===== src/rtl/slow_clk_meter_pkg.sv =====
// Shared definitions for the slow-clock meter: FSM state encoding and default sizing.
package slow_clk_meter_pkg;

    typedef enum logic [1:0] {
        S_WAIT = 2'd0,
        S_MEAS = 2'd1,
        S_RUN  = 2'd2
    } state_t;

    localparam int DEF_CNT_W       = 24;
    localparam int DEF_TIMEOUT     = 2000000;
    localparam int DEF_SYNC_STAGES = 2;
    localparam int DEF_TOL         = 0;

endpackage


===== src/rtl/slow_clk_meter_sync_edge_det.sv =====
// Multi-flop synchroniser plus one history flop; emits rise/fall pulses and the synced level.
// Flops reset to RST_VAL so an input already at that level is not seen as an edge.
module sync_edge_det #(
    parameter int   STAGES  = 2,
    parameter logic RST_VAL = 1'b1
) (
    input  logic clk,
    input  logic rst,
    input  logic din,
    output logic rise,
    output logic fall,
    output logic level
);

    logic [STAGES-1:0] sync_q, sync_d;
    logic              hist_q, hist_d;

    always_comb begin
        sync_d = {sync_q[STAGES-2:0], din};
        hist_d = sync_q[STAGES-1];
    end

    always_ff @(posedge clk) begin
        if (rst) begin
            sync_q <= {STAGES{RST_VAL}};
            hist_q <= RST_VAL;
        end else begin
            sync_q <= sync_d;
            hist_q <= hist_d;
        end
    end

    assign level = sync_q[STAGES-1];
    assign rise  = level & ~hist_q;
    assign fall  = ~level & hist_q;

endmodule


===== src/rtl/slow_clk_meter.sv =====
// Measures period, high time, lock and loss-of-signal of a slow async square wave in clk_in cycles.
// Optional duty measurement (hcnt/hi_cap, high_time) is built when SLOW_CLK_METER_DUTY_EN is defined.
module slow_clk_meter
    import slow_clk_meter_pkg::*;
#(
    parameter int CNT_W       = DEF_CNT_W,
    parameter int TIMEOUT     = DEF_TIMEOUT,
    parameter int SYNC_STAGES = DEF_SYNC_STAGES,
    parameter int TOL         = DEF_TOL
) (
    input  logic             clk_in,
    input  logic             rst,
    input  logic             sig_in,
    output logic             edge_rise,
    output logic [CNT_W-1:0] period,
    output logic [CNT_W-1:0] high_time,
    output logic             meas_valid,
    output logic             locked,
    output logic             timeout
);

    localparam logic [CNT_W-1:0] TIMEOUT_C = CNT_W'(TIMEOUT);
    localparam logic [CNT_W:0]   TOL_C     = (CNT_W+1)'(TOL);
    localparam logic [CNT_W-1:0] ONE_C     = CNT_W'(1);

    logic sig_rise;
`ifdef SLOW_CLK_METER_DUTY_EN
    logic sig_fall;
    logic sig_level;
`else
    logic unused_fall;
    logic unused_level;
`endif

    sync_edge_det #(
        .STAGES  (SYNC_STAGES),
        .RST_VAL (1'b1)
    ) u_sync (
        .clk   (clk_in),
        .rst   (rst),
        .din   (sig_in),
        .rise  (sig_rise),
`ifdef SLOW_CLK_METER_DUTY_EN
        .fall  (sig_fall),
        .level (sig_level)
`else
        .fall  (unused_fall),
        .level (unused_level)
`endif
    );

    state_t           state_q, state_d;
    logic [CNT_W-1:0] cnt_q, cnt_d;
    logic [CNT_W-1:0] prev_q, prev_d;
    logic [CNT_W-1:0] period_q, period_d;
    logic             meas_valid_q, meas_valid_d;
    logic             locked_q, locked_d;
    logic             timeout_q, timeout_d;
    logic             edge_rise_q, edge_rise_d;
    logic [CNT_W:0]   diff;

`ifdef SLOW_CLK_METER_DUTY_EN
    logic [CNT_W-1:0] hcnt_q, hcnt_d;
    logic [CNT_W-1:0] hi_cap_q, hi_cap_d;
    logic [CNT_W-1:0] high_time_q, high_time_d;
`endif

    // Extra bit keeps |cnt - prev| exact for any pair of CNT_W values.
    always_comb begin
        if (cnt_q >= prev_q) diff = {1'b0, cnt_q} - {1'b0, prev_q};
        else                 diff = {1'b0, prev_q} - {1'b0, cnt_q};
    end

    always_comb begin
        state_d      = state_q;
        cnt_d        = cnt_q;
        prev_d       = prev_q;
        period_d     = period_q;
        meas_valid_d = 1'b0;
        locked_d     = locked_q;
        timeout_d    = timeout_q;
        edge_rise_d  = sig_rise;
`ifdef SLOW_CLK_METER_DUTY_EN
        high_time_d  = high_time_q;
`endif
        case (state_q)
            S_WAIT: begin
                cnt_d = '0;
                if (sig_rise) begin
                    state_d   = S_MEAS;
                    cnt_d     = ONE_C;
                    timeout_d = 1'b0;
                end
            end
            S_MEAS, S_RUN: begin
                // A rise on the same cycle cnt hits TIMEOUT is a valid measurement.
                if (sig_rise) begin
                    period_d     = cnt_q;
                    meas_valid_d = 1'b1;
                    cnt_d        = ONE_C;
                    prev_d       = cnt_q;
                    locked_d     = (state_q == S_RUN) && (diff <= TOL_C);
                    state_d      = S_RUN;
`ifdef SLOW_CLK_METER_DUTY_EN
                    high_time_d  = hi_cap_q;
`endif
                end else if (cnt_q == TIMEOUT_C) begin
                    timeout_d = 1'b1;
                    locked_d  = 1'b0;
                    state_d   = S_WAIT;
                    cnt_d     = '0;
                end else begin
                    cnt_d = cnt_q + ONE_C;
                end
            end
            default: begin
                state_d = S_WAIT;
                cnt_d   = '0;
            end
        endcase
    end

    always_ff @(posedge clk_in) begin
        if (rst) begin
            state_q      <= S_WAIT;
            cnt_q        <= '0;
            prev_q       <= '0;
            period_q     <= '0;
            meas_valid_q <= 1'b0;
            locked_q     <= 1'b0;
            timeout_q    <= 1'b0;
            edge_rise_q  <= 1'b0;
        end else begin
            state_q      <= state_d;
            cnt_q        <= cnt_d;
            prev_q       <= prev_d;
            period_q     <= period_d;
            meas_valid_q <= meas_valid_d;
            locked_q     <= locked_d;
            timeout_q    <= timeout_d;
            edge_rise_q  <= edge_rise_d;
        end
    end

`ifdef SLOW_CLK_METER_DUTY_EN
    // hcnt saturates so a stuck-high input cannot wrap it.
    always_comb begin
        hcnt_d   = hcnt_q;
        hi_cap_d = hi_cap_q;
        if (sig_rise)                              hcnt_d = ONE_C;
        else if (sig_level && hcnt_q != TIMEOUT_C) hcnt_d = hcnt_q + ONE_C;
        if (sig_fall) hi_cap_d = hcnt_q;
    end

    always_ff @(posedge clk_in) begin
        if (rst) begin
            hcnt_q      <= '0;
            hi_cap_q    <= '0;
            high_time_q <= '0;
        end else begin
            hcnt_q      <= hcnt_d;
            hi_cap_q    <= hi_cap_d;
            high_time_q <= high_time_d;
        end
    end

    assign high_time = high_time_q;
`else
    assign high_time = '0;
`endif

    assign edge_rise  = edge_rise_q;
    assign period     = period_q;
    assign meas_valid = meas_valid_q;
    assign locked     = locked_q;
    assign timeout    = timeout_q;

endmodule


===== config.mk =====
export PLATFORM = sky130hd
export DESIGN_NAME = slow_clk_meter
export DESIGN_NICKNAME = d
export VERILOG_FILES = /design/src/rtl/slow_clk_meter_pkg.sv /design/src/rtl/slow_clk_meter_sync_edge_det.sv /design/src/rtl/slow_clk_meter.sv
export SDC_FILE = /design/constraint.sdc
export NUM_CORES = 1
export LEC_CHECK = 0
export CAP_MARGIN = 20
export CORE_MARGIN = 2
export CORE_UTILIZATION = 45
export DETAILED_ROUTE_END_ITERATION = 7
export GPL_ROUTABILITY_DRIVEN = 0
export GPL_TIMING_DRIVEN = 0
export PLACE_DENSITY = 0.66
export SLEW_MARGIN = 15
export SYNTH_ARGS = -nofsm -noshare
export SYNTH_HDL_FRONTEND = slang
export SYNTH_SLANG_ARGS = --single-unit

===== constraint.sdc =====
create_clock -name clk_in -period 4 [get_ports clk_in]
set_clock_uncertainty 0.1 [all_clocks]
set_input_delay 0.6 -clock clk_in [delete_from_list [all_inputs] [get_ports clk_in]]
set_output_delay 0.6 -clock clk_in [all_outputs]
set_load 0.01 [all_outputs]

; After elaboration in Yosys (flattened, before gate mapping)
; Cells that the tools add are included.
[word_totals]
ff_bits = 57
latchBits = 0
ramBits = 0
romBits = 0
memories = 0
[op_classes]
add_sub_neg = 3
n_mul = 0
n_div = 0
order_cmp = 2
n_eq_ne = 7
shift = 0
mux = 16
bitwise = 3
n_reduce_logical = 10
[op_table]
columns = cell, n
row1 = subtractor 24 x 24 -> 25 bit, 2
row2 = 2-to-1 mux 24 bit, 2
row3 = case mux 24 bit (2 select lines), 1
row4 = <= comparator 25 x 1 -> 1 bit (second input constant), 1
row5 = 2-to-1 mux 25 bit, 1
row6 = adder 24 x 1 -> 24 bit (second input constant), 1
row7 = == test 24 x 21 -> 1 bit (second input constant), 1
row8 = greater-or-equal comparator 24 bit, 1
row9 = 2-to-1 mux 1 bit, 7
row10 = 2-to-1 mux 2 bit, 3
row11 = != test 2 bit (second input constant), 3
row12 = AND reduction 2 bit, 3
row13 = case mux 2 bit (2 select lines), 1
row14 = AND reduction 4 bit, 1
row15 = nonzero test 2 bit, 2
row16 = OR reduction 2 bit, 2
row17 = != test 3 bit (second input constant), 1
row18 = == test 2 x 1 -> 1 bit (second input constant), 1
row19 = == test 2 bit (second input constant), 1
row20 = zero test 2 bit, 1
row21 = NOT 1 bit, 2
row22 = case mux 1 bit (2 select lines), 1
row23 = bitwise AND 1 bit, 1
row24 = logical AND 1 bit, 1

; Logic depth before layout (Yosys ltp)
[logic_depth]
ltp_word = 5
ltp_mapped = 13
mapped_depth_nobuf = 11

; By module
; A second synthesis with hierarchy kept.
[unflattened]
cells_unflattened = 744
area_unflattened_um2 = 5416.4
[modules_own_cells]
columns = mod, instances, cells_per_inst, area_per_inst_um2, seq_area_each_um2
row1 = slow_clk_meter, 1, 736, 5323.9, 1081.0
row2 = sync_edge_det, 1, 8, 92.6, 60.1

; Worst setup path before layout
; OpenSTA, ideal clock, no wires.
[synth_path]
kind = reg2reg
startpoint = register cnt_q[2]
endpoint = register locked_q (netlist: locked)
setup_ns = 0.059
t_arrival_ns = 2.614
required_time_ns = 3.841
slack_ns = 1.227
stages_incl_launch_ff = 12
n_path_buf = 1
period_less_slack_ns = 2.773
cell_sequence = dfxtp_1 > clkbuf_1 > inv_1 > ha_1 > o31a_4 > o21ai_2 > a211oi_1 > or3_1 > a2111oi_2 > nand4_1 > o22ai_1 > a32o_2
[synth_via]
elab_chain_cells = 5
[synth_rtl]
columns = element, line
row1 = start: declaration, slow_clk_meter.sv:53  ; logic [CNT_W-1:0] cnt_q, cnt_d;
row2 = start signal: assignment, slow_clk_meter.sv:135  ; cnt_q <= cnt_d;
row3 = "subtractor 24 x 24 -> 25 bit, or another cell as far along", slow_clk_meter.sv:71  ; else diff = {1'b0, prev_q} - {1'b0, cnt_q};
row4 = 2-to-1 mux 25 bit, slow_clk_meter.sv:70  ; if (cnt_q >= prev_q) diff = {1'b0, cnt_q} - {1'b0, prev_q};
row5 = <= comparator 25 x 1 -> 1 bit, slow_clk_meter.sv:102  ; locked_d = (state_q == S_RUN) && (diff <= TOL_C);
row6 = logical AND 1 bit, slow_clk_meter.sv:102
row7 = 2-to-1 mux 1 bit, slow_clk_meter.sv:97  ; if (sig_rise) begin
row8 = end signal: assignment, slow_clk_meter.sv:139  ; locked_q <= locked_d;
row9 = end: declaration, slow_clk_meter.sv:57  ; logic locked_q, locked_d;
; Several ways; a longest one is shown, not always the timed one.
; A chain may end at the register's enable or synchronous reset.

; Worst setup path in the final report
[layout_path]
startpoint = register state_q[1]
endpoint = register locked_q (netlist: locked)
[layout_via]
elab_chain_cells = 3
[layout_rtl]
columns = element, line
row1 = start: declaration, slow_clk_meter.sv:52  ; state_t state_q, state_d;
row2 = start signal: assignment, slow_clk_meter.sv:134  ; state_q <= state_d;
row3 = == test 2 bit or == test 2 x 1 -> 1 bit (tied branches), "slow_clk_meter.sv:86, slow_clk_meter.sv:102"
row4 = OR reduction 2 bit or logical AND 1 bit (tied branches), "slow_clk_meter.sv:86, slow_clk_meter.sv:102"
row5 = AND reduction 2 bit (no line) or 2-to-1 mux 1 bit (tied branches), --
; Several ways; a longest one is shown, not always the timed one.

==> results.cfg <==
[status]
status = complete, but fails checks
violations = DRC

[power]
power.leakage_nw = 2.60
p_sw_frac = 0.211
net-switching-power_w = 0.000316
ir_worst_vdd_v = 0.000236
p_per_area_mw_per_mm2 = 240
internal_power_w = 0.00118
seqPwrFrac = 0.383
pwr-share-clk = 0.569
comb_power_share = 0.049

[clocking]
clock-sinks = 57
clk_latency_ns = 0.33
cts_tree = done
numCtsBuffers = 9
cts_max_level = 3
cts_hold_buffers = 0
clockBufferDepth = 2
cts_setup_buffers = 0
clkSlewWorstSetupHoldPaths_ns = 0.06
cts-resized-gates = 0
cts_root_buffer = clkbuf_16

[synth]
synth_top_area_share = 0.213
syn_area_mm2 = 0.00535
synth.top_cells.by_area = dfxtp_1 21%, ha_1 12%, nand2_1 6.7%
synth_cell_types = 64
yosysWarnings = 0
ys.flop_type = dfxtp_1
synth-edff-count = 0
synth.largest_area_cell = dfxtp_1
async_flop_share = 0
synth-seq-cells = 57
synth-seq-area-share = 0.213
syn_inst = 747
syn_area_per_cell_um2 = 7.16

[sta]
max_slew.worst_pin.slew_ns = 0.834
finalHoldViolCount = 0
clock.fmax_mhz = 275
post-route-period-util = 0.908
fin_crit_ns = 3.63
finalSetupViolations = 0
rsz0062_at_grt = no
setup-tns-final_ns = 0
maxSlewHeadroom = 0.436
slew_violations = 0

[die]
die_x_um = 113
ios = 55
die_h_um = 113
core.rowCount = 39
core_area_mm2 = 0.0115
initial_core_util = 0.464
die_area_mm2 = 0.0128

[cells_and_area]
layout-drive-gt1-share = 0.0933
layout_commonest_cell = nand2_1
fin_nets = 866
design_area_mm2 = 0.00623
final_cell_mix = 96 x nand2_1, 71 x a21oi_1, 64 x nor2_1
antenna_cells = 0
syn_to_final_growth_pct = 16.6

[critical_path]
r2r_end = locked
timing.rr.start = state_q[1]
crit_start = state_q[1]
endpoint_kind = flop
critPathMaxFanout = 9
rrSetupSlack_ns = 0.37
worstPathRequired_ns = 4.18
crit_type = flop to flop
cp.arrival_ns = 3.81
start_kind = flop
r2r_cells = 11

[global_route]
grt_usage = 0.247
grt_pass1_wl_um = 25400
gr-total-overflow = 0
antenna_found_initial = 0
grt_pass1_vias = 5223
grt_max_degree = 11

[hold_path]
worst_hold_path.num_cells = 1
hold_path_end = u_sync.sync_q[1]
hp-class = flop to flop
min_from = u_sync.sync_q[0]

[flow_run]
maxCapViolations = 0

[place]
io_buffers = 29
dp_hpwl_um = 12300
placed_area_mm2 = 0.00590

[routing]
ant_nets = 0
drc = 4
num_vias = 5497
dr.pass1.iters = 8
drt-total-wl_um = 15700
wire_per_inst_um = 16.4
viasPerCell = 5.74
drtIter0Drc = 244
[power groups by stage]
stage                     sequential, W  clock (W)  combinational (W)
after CTS                      0.000573   0.000851          0.0000706
after detailed placement       0.000584          0          0.0000703
after global routing           0.000572   0.000880          0.0000785
after floorplan                0.000584          0          0.0000593
after global placement         0.000584          0          0.0000698
final                          0.000572   0.000850          0.0000727
[area by class of cell]
cell class | instances | area, µm²
tap | 143 | 179
clock buffer | 11 | 253
clock inverter | 5 | 77.6
buffer | 60 | 333
inverter | 60 | 225
timing repair buffer | 29 | 290
fill | 1112 | 5280
sequential | 57 | 1140
multi-input combinational | 593 | 3740
[metrics by stage]
step / cells / hold WS (ns) / setup WS [ns] / utilization / power (W)
2_1_floorplan: 770 / 0.289 / 1.23 / - / 0.000643
3_3_place_gp: 942 / 0.296 / 0.417 / 0.513 / 0.000654
3_5_place_dp: 942 / 0.303 / 0.438 / 0.513 / 0.000655
4_1_cts: 958 / 0.329 / 0.385 / 0.541 / 0.00149
5_1_grt: 958 / 0.358 / 0.193 / 0.541 / 0.00153
6_report: 958 / 0.327 / 0.369 / 0.541 / 0.00150
[synth_stat cells, types with 3 or more instances]
| master | count |
|---|---|
| nor4_1 | 15 |
| o211a_1 | 3 |
| inv_1 | 59 |
| and3_1 | 6 |
| xor2_1 | 9 |
| dfxtp_1 | 57 |
| xnor2_1 | 32 |
| buf_4 | 24 |
| a21oi_1 | 71 |
| nor2_1 | 64 |
| nor3_1 | 14 |
| ha_1 | 53 |
| o21ai_0 | 25 |
| o31a_1 | 4 |
| a31oi_1 | 12 |
| buf_2 | 14 |
| mux2i_1 | 3 |
| mux2_2 | 4 |
| clkbuf_1 | 22 |
| o211ai_1 | 4 |
| nand3_1 | 23 |
| nand4_1 | 17 |
| o31ai_1 | 4 |
| a211oi_1 | 9 |
| or2_2 | 8 |
| and2_1 | 4 |
| a21o_1 | 15 |
| nor2b_1 | 3 |
| o21bai_1 | 4 |
| nand2_1 | 96 |
| nand2b_1 | 9 |
| or3_1 | 10 |
| o21a_1 | 8 |
[state kept, by name, summed over array words and instances, names as in the netlist]
signal and count:
period 24, state_q 2, locked 1, timeout 1
u_sync.sync_q 2, meas_valid 1, edge_rise 1, cnt_q 24
u_sync.hist_q 1
[worst max path at each step]
stage                         to  cells after the start
after floorplan           locked                     11
after global placement    locked                     11
after detailed placement  locked                     11
after CTS                 locked                     11
after global routing      locked                     11
final                     locked                     11
[metal layers]
layer,up-vias,routed length [µm],GRT usage,share of wire
met4,0,454,0.0943,0.029
met5,-,0,0,0
met1,2578,7220,0.325,0.46
met2,202,7040,0.408,0.45
li1,2685,-,-,-
met3,32,980,0.0386,0.062
[critical path, stage by stage (launching register included)]
cell and delay [ns]:
dfxtp_1 0.38, inv_1 0.08, ha_1 0.27, buf_2 0.17
nand3b_1 0.24, nor4b_1 0.80, o21ai_0 0.23, a2111oi_0 0.46
and3_1 0.25, nand4_1 0.11, mux2i_1 0.32, a32o_2 0.17
[cells by family (layout without fill, tap and decap cells)]
| logic type | after synthesis | in the layout | share of synthesized area |
|---|---|---|---|
| other | 1 | 24 | 0.000701 |
| AO/OA/AOI/OAI | 192 | 192 | 0.234 |
| AND/OR/NAND/NOR | 276 | 276 | 0.243 |
| flip-flops | 57 | 57 | 0.213 |
| buffers and inverters | 120 | 165 | 0.104 |
| adder cells (fa/ha/maj) | 53 | 53 | 0.124 |
| multiplexers | 7 | 7 | 0.0140 |
| XOR/XNOR | 41 | 41 | 0.0671 |
No activity file was read; power rests on OpenSTA's default activity.
